**src/rtl/pos_cache_reader.sv**
```systemverilog
// Streams the particle positions of the active cell out of the position cache:
// reads the count from address 0, then addresses 1..count through a 2-entry FIFO.
module pos_cache_reader #(
    parameter int DATA_WIDTH   = 32,
    parameter int ADDR_WIDTH   = 8,
    parameter int PARTICLE_NUM = 220
) (
    input  logic                    clk,
    input  logic                    rst,
    input  logic                    start,
    output logic                    out_rden,
    output logic [ADDR_WIDTH-1:0]   out_rd_addr,
    input  logic [3*DATA_WIDTH-1:0] in_particle_info,
    output logic [3*DATA_WIDTH-1:0] out_particle,
    output logic [ADDR_WIDTH-1:0]   out_particle_id,
    output logic                    out_valid,
    input  logic                    in_ready,
    output logic [ADDR_WIDTH-1:0]   out_particle_count,
    output logic                    busy,
    output logic                    done,
    output logic                    count_err,
    output logic [2:0]              dbg_state
);

    typedef enum logic [2:0] {
        S_IDLE     = 3'd0,
        S_READ_NUM = 3'd1,
        S_WAIT_NUM = 3'd2,
        S_STREAM   = 3'd3,
        S_DONE     = 3'd4
    } state_t;

    localparam logic [ADDR_WIDTH-1:0] MAX_COUNT = ADDR_WIDTH'(PARTICLE_NUM);

    state_t state, state_nxt;

    logic [ADDR_WIDTH-1:0]   count_q;
    logic [ADDR_WIDTH-1:0]   issued_q;
    logic                    inflight_q;
    logic [ADDR_WIDTH-1:0]   inflight_addr_q;

    logic [3*DATA_WIDTH-1:0] fifo_data [2];
    logic [ADDR_WIDTH-1:0]   fifo_id [2];
    logic                    wr_ptr;
    logic                    rd_ptr;
    logic [1:0]              occ;

    logic                    push;
    logic                    pop;
    logic                    issue;
    logic                    all_issued;
    logic                    drain_done;
    logic [2:0]              level;
    logic [1:0]              occ_after_pop;
    logic [ADDR_WIDTH-1:0]   raw_count;
    logic                    over;

    // Handshake: a particle transfers on a rising edge where out_valid && in_ready.
    // out_valid never depends on in_ready, and the head is held until taken.
    assign out_valid       = (occ != 2'd0);
    assign out_particle    = fifo_data[rd_ptr];
    assign out_particle_id = fifo_id[rd_ptr];
    assign pop             = out_valid && in_ready;
    assign push            = inflight_q;

    assign out_particle_count = count_q;
    assign dbg_state          = state;

    assign raw_count = in_particle_info[ADDR_WIDTH-1:0];
    assign over      = (raw_count > MAX_COUNT);

    // Slots committed after this cycle: buffered + arriving - leaving. A new read
    // is allowed only if its data will still find a free slot next cycle.
    assign level         = {1'b0, occ} + {2'b00, inflight_q} - {2'b00, pop};
    assign all_issued    = (issued_q == count_q);
    assign occ_after_pop = occ - {1'b0, pop};
    assign drain_done    = all_issued && !inflight_q && (occ_after_pop == 2'd0);
    assign issue         = (state == S_STREAM) && !all_issued && (level < 3'd2);

    always_ff @(posedge clk or negedge rst) begin
        if (!rst) begin
            state <= S_IDLE;
        end else begin
            state <= state_nxt;
        end
    end

    always_comb begin
        state_nxt   = state;
        out_rden    = 1'b0;
        out_rd_addr = '0;
        busy        = 1'b0;
        done        = 1'b0;
        case (state)
            S_IDLE: begin
                if (start) begin
                    state_nxt = S_READ_NUM;
                end
            end
            S_READ_NUM: begin
                busy      = 1'b1;
                out_rden  = 1'b1;
                state_nxt = S_WAIT_NUM;
            end
            S_WAIT_NUM: begin
                busy      = 1'b1;
                state_nxt = (raw_count == '0) ? S_DONE : S_STREAM;
            end
            S_STREAM: begin
                busy = 1'b1;
                if (issue) begin
                    out_rden    = 1'b1;
                    out_rd_addr = issued_q + 1'b1;
                end
                if (drain_done) begin
                    state_nxt = S_DONE;
                end
            end
            S_DONE: begin
                done      = 1'b1;
                state_nxt = S_IDLE;
            end
            default: begin
                state_nxt = S_IDLE;
            end
        endcase
    end

    // Count latch, sticky error flag and read issue tracking.
    always_ff @(posedge clk or negedge rst) begin
        if (!rst) begin
            count_q         <= '0;
            count_err       <= 1'b0;
            issued_q        <= '0;
            inflight_q      <= 1'b0;
            inflight_addr_q <= '0;
        end else begin
            if (state == S_IDLE && start) begin
                count_q   <= '0;
                count_err <= 1'b0;
                issued_q  <= '0;
            end
            if (state == S_WAIT_NUM) begin
                count_q <= over ? MAX_COUNT : raw_count;
                if (over) begin
                    count_err <= 1'b1;
                end
            end
            if (issue) begin
                issued_q <= issued_q + 1'b1;
            end
            // Only particle reads are tagged in flight; the count read is not.
            inflight_q      <= issue;
            inflight_addr_q <= out_rd_addr;
        end
    end

    always_ff @(posedge clk or negedge rst) begin
        if (!rst) begin
            for (int i = 0; i < 2; i++) begin
                fifo_data[i] <= '0;
                fifo_id[i]   <= '0;
            end
            wr_ptr <= 1'b0;
            rd_ptr <= 1'b0;
            occ    <= 2'd0;
        end else begin
            if (push) begin
                fifo_data[wr_ptr] <= in_particle_info;
                fifo_id[wr_ptr]   <= inflight_addr_q;
                wr_ptr            <= ~wr_ptr;
            end
            if (pop) begin
                rd_ptr <= ~rd_ptr;
            end
            occ <= occ + {1'b0, push} - {1'b0, pop};
        end
    end

endmodule

```
**config.mk**
```make
export PLATFORM = sky130hd
export DESIGN_NAME = pos_cache_reader
export DESIGN_NICKNAME = d
export VERILOG_FILES = /design/src/rtl/pos_cache_reader.sv
export SDC_FILE = /design/constraint.sdc
export NUM_CORES = 1
export LEC_CHECK = 0
export BUFFER_PORTS_ARGS = -buffer_cell sky130_fd_sc_hd__buf_4
export CELL_PAD_IN_SITES_DETAIL_PLACEMENT = 1
export CELL_PAD_IN_SITES_GLOBAL_PLACEMENT = 1
export CORE_UTILIZATION = 45
export DETAILED_ROUTE_END_ITERATION = 7
export PLACE_DENSITY_LB_ADDON = 0.1
export RECOVER_POWER = 50
export SLEW_MARGIN = 20
export SYNTH_ARGS = -nofsm -noshare
export SYNTH_HDL_FRONTEND = slang
export SYNTH_SLANG_ARGS = --single-unit
```
**constraint.sdc**
```tcl
create_clock -name clk -period 3 [get_ports clk]
set_input_delay 0.15 -clock clk [delete_from_list [all_inputs] [get_ports clk]]
set_output_delay 0.15 -clock clk [all_outputs]
set_load 0.03 [all_outputs]
```
==> flow_summary.toml <==
[outcome]
status = "finished, violations left"
violations = "capacitance limit, slew limit"

[sta]
clock_skew_ps = 4.49
setup_ws_ps = 81.9
hold_ws_ps = 41.7
worst_pin_slew_ps = 1840
final.min_clock_period_ps = 2920
setup_viol_count_final = 0
slew_headroom_pct = -22.4
fmax_mhz = 343
drv_slew = 70
hold_viol = 0
rsz0062_at_grt = "yes"
finalCritPeriodShare_pct = 97.3

[floorplan]
initial_core_util_pct = 46.1
die_area_sq_um = 24000
chipHeight_microns = 155
ios = 228
core_area_sq_um = 22800
die_x_microns = 155
row_count = 55

[cells_and_area]
nNetsFinal = 1129
drive_gt1_share_pct = 59.2
area_growth_pct = 37.8
final_util_pct = 63.6
design_area_sq_um = 14500

[worst_setup_path]
worst-path-max-fanout = 5
cp-start-kind = "flop"
r2r-start = "occ[0]"
cpMaxStageDelayCell = "fa_1"
cp_num_buf_inv = 3
regToRegSetupSlack_ps = 470
worst_r2r_path_depth = 11
endpoint_kind = "output port"
r2r_end = "issued_q[7]"
critPathRequiredTime_ps = 2850
critical_path.max_stage_delay_ps = 500
path_cells = "nand3b_1, o21ai_2, ha_2, inv_1, fa_1, nand2_1, nor3_2, o21ai_2, buf_6, nor2_4, buf_6"
cp_top_family = "adder cells"
critPathArrivalTime_ps = 2770
critical_path_class = "reg2out"

[drt]
wl_microns = 27100
drtAntennaViolNets = 0
drc = 0
routedWlPerCell_microns = 20.0
drt_iter0_drc = 191
drtPass1Iterations = 4
route.vias.total = 6905
viasPerCell = 5.08

[clock_network]
cts_max_path_buffers = 3
tritoncts = "done"
cts-root-buf = "clkbuf_16"
htree_num_levels = 1
clk_pin_slew_worst_paths_ps = 60
clock_sinks = 241
cts_made_buffers = 27
clock_latency_ps = 510

[synthesis]
yosysTopAreaCell = "dfrtp_1"
synth_warnings = 0
synth.area.top_cells = "dfrtp_1 (57%), mux2_2 (33%), buf_2 (1.2%)"
ys_seq_elements = 241
async_reset_ff_share_pct = 100
synth-seq-area-share_pct = 57.4
synth_fp_nets = 802
synthFlopType = "dfrtp_1"
yosysTopAreaCellShare_pct = 57.4
syn_inst = 698
syn_area_per_cell_sq_um = 15.1
yosysUniqueCellTypes = 45
syn_area_sq_um = 10500
synth_edf_count = 0

[grt]
antenna_found_initial = 1
grt_max_degree = 100
grt_use_total_pct = 23.3
grt_pass1_wl_microns = 44200
grt_pass1_vias = 8102
grt_overflow = 0

[place]
place_area_sq_um = 12500
portBuffers = 227
preCtsSetupSlack_ps = 311
place_hpwl_microns = 17000
gp_congestion = 0.795

[min_path]
hp-start = "start"
hold_path.class = "in2reg"
hold-path-endpoint = "dbg_state[0]"
hold_depth = 4

[run]
maxCapViolCount = 1

[power_and_ir_drop]
vdd_ir_drop_max_v = 0.000629
leakagePower_nw = 6.53
powerDensity_nw_per_um2 = 1260
[what timing repair did]
action / 4_1_cts / 5_1_grt
gates resized for setup: 5 / 21
cloned: 0 / 1
hold endpoints to repair: 269 / 0
setup buffers: 1 / 2
pin swaps: 0 / 2
hold buffers: 98 / 0
setup endpoints to repair: 9 / 9
[worst max-delay path by stage]
stage | startpoint | end | slack [ps] | cells after the start
2_1_floorplan | occ[0] | issued_q[3] | 630 | 11
3_3_place_gp | occ[0] | issued_q[7] | 480 | 11
3_5_place_dp | occ[0] | issued_q[7] | 310 | 11
4_1_cts | occ[0] | out_rd_addr[4] | 4 | 11
5_1_grt | occ[0] | out_rden | -50 | 11
6_report | occ[0] | out_rd_addr[4] | 80 | 11
[cell type report]
class | count | area [sq um]
Multi-Input combinational cell | 408 | 4290
Timing Repair Buffer | 338 | 2870
Sequential cell | 241 | 6040
Tap cell | 313 | 392
Clock buffer | 41 | 818
Inverter | 9 | 33.8
Clock inverter | 8 | 40.0
Antenna cell | 1 | 2.50
Fill cell | 2131 | 8300
[sequential cells by signal (all words and copies together) (netlist names)]
| register | cells |
|---|---|
| issued_q | 8 |
| fifo_data | 192 |
| dbg_state | 3 |
| occ | 2 |
| out_particle_count | 8 |
| wr_ptr | 1 |
| inflight_q | 1 |
| inflight_addr_q | 8 |
| fifo_id | 16 |
| count_err | 1 |
| rd_ptr | 1 |
[routing by layer]
layer / share of wire [%] / global-route usage (%) / vias to the layer above
li1: - / - / 3131
met1: 40 / 28.3 / 3576
met2: 54 / 42.5 / 161
met3: 4.4 / 4.46 / 37
met4: 2.0 / 5.70 / 0
met5: 0 / 0 / -
[metrics by stage]
step,instances,TNS (ps),total power [W]
finish,1359,0,0.0182
global route,1359,-337,0.0192
CTS,1355,0,0.0182
detailed placement,1207,0,0.0148
global placement,1207,0,0.0144
floorplan,698,0,0.0118
[where the power goes]
group / switching (W) / internal, W / leakage [nW]
Combinational: 0.00493 / 0.00438 / 3.22
Clock: 0.00128 / 0.00187 / 0.435
Sequential: 0.000988 / 0.00480 / 2.88
[worst register-to-register path: stages (launching register included)]
cell	delay, ps
dfrtp_1	380
nand3b_1	210
o21ai_2	100
ha_2	190
inv_1	40
fa_1	500
nand2_1	90
nor3_2	170
o21ai_2	120
buf_6	170
and2_1	230
a21o_1	220
[logic make-up (layout without fill, tap and decap cells)]
kind of cell,Yosys count,count (layout),share of synthesized area [%]
buffers and inverters,49,396,2.44
AOI/OAI and AO/OA,30,30,2.24
adders and majority gates,4,4,0.548
muxes,311,311,33.3
DFF,241,241,57.4
other,0,1,0
xor gates and xnor gates,17,17,1.42
and+or+nand+nor,46,46,2.65
[Yosys cell counts, types with 2 or more instances]
library cell and number:
a21o_1 9, a21oi_1 2, a221o_1 3, a22o_1 4, and2_1 2, buf_1 4, buf_2 25, buf_4 7
buf_6 2, clkbuf_1 2, dfrtp_1 241, ha_1 3, inv_1 8, mux2_2 311, nand2_1 10, nand3_1 4
nand4_1 2, nor2_1 6, nor2_2 8, nor3_1 2, nor4_1 2, o21ai_0 3, xnor2_1 12, xor2_1 5
[cell usage in the layout (no fill, tap or decap), drive strengths merged, types with 3 or more instances in the layout]
cell type / Yosys / layout
mux2: 311 / 311
dfrtp: 241 / 241
buf: 38 / 239
dlygate4sd3: 0 / 98
clkbuf: 2 / 42
nor2: 15 / 15
xnor2: 12 / 12
nand2: 11 / 11
a21o: 9 / 9
inv: 9 / 9
clkinv: 0 / 8
xor2: 5 / 5
nand3: 4 / 4
a22o: 4 / 4
o21ai: 4 / 4
a221o: 3 / 3
ha: 3 / 3
(Power assumes the default switching activity.)
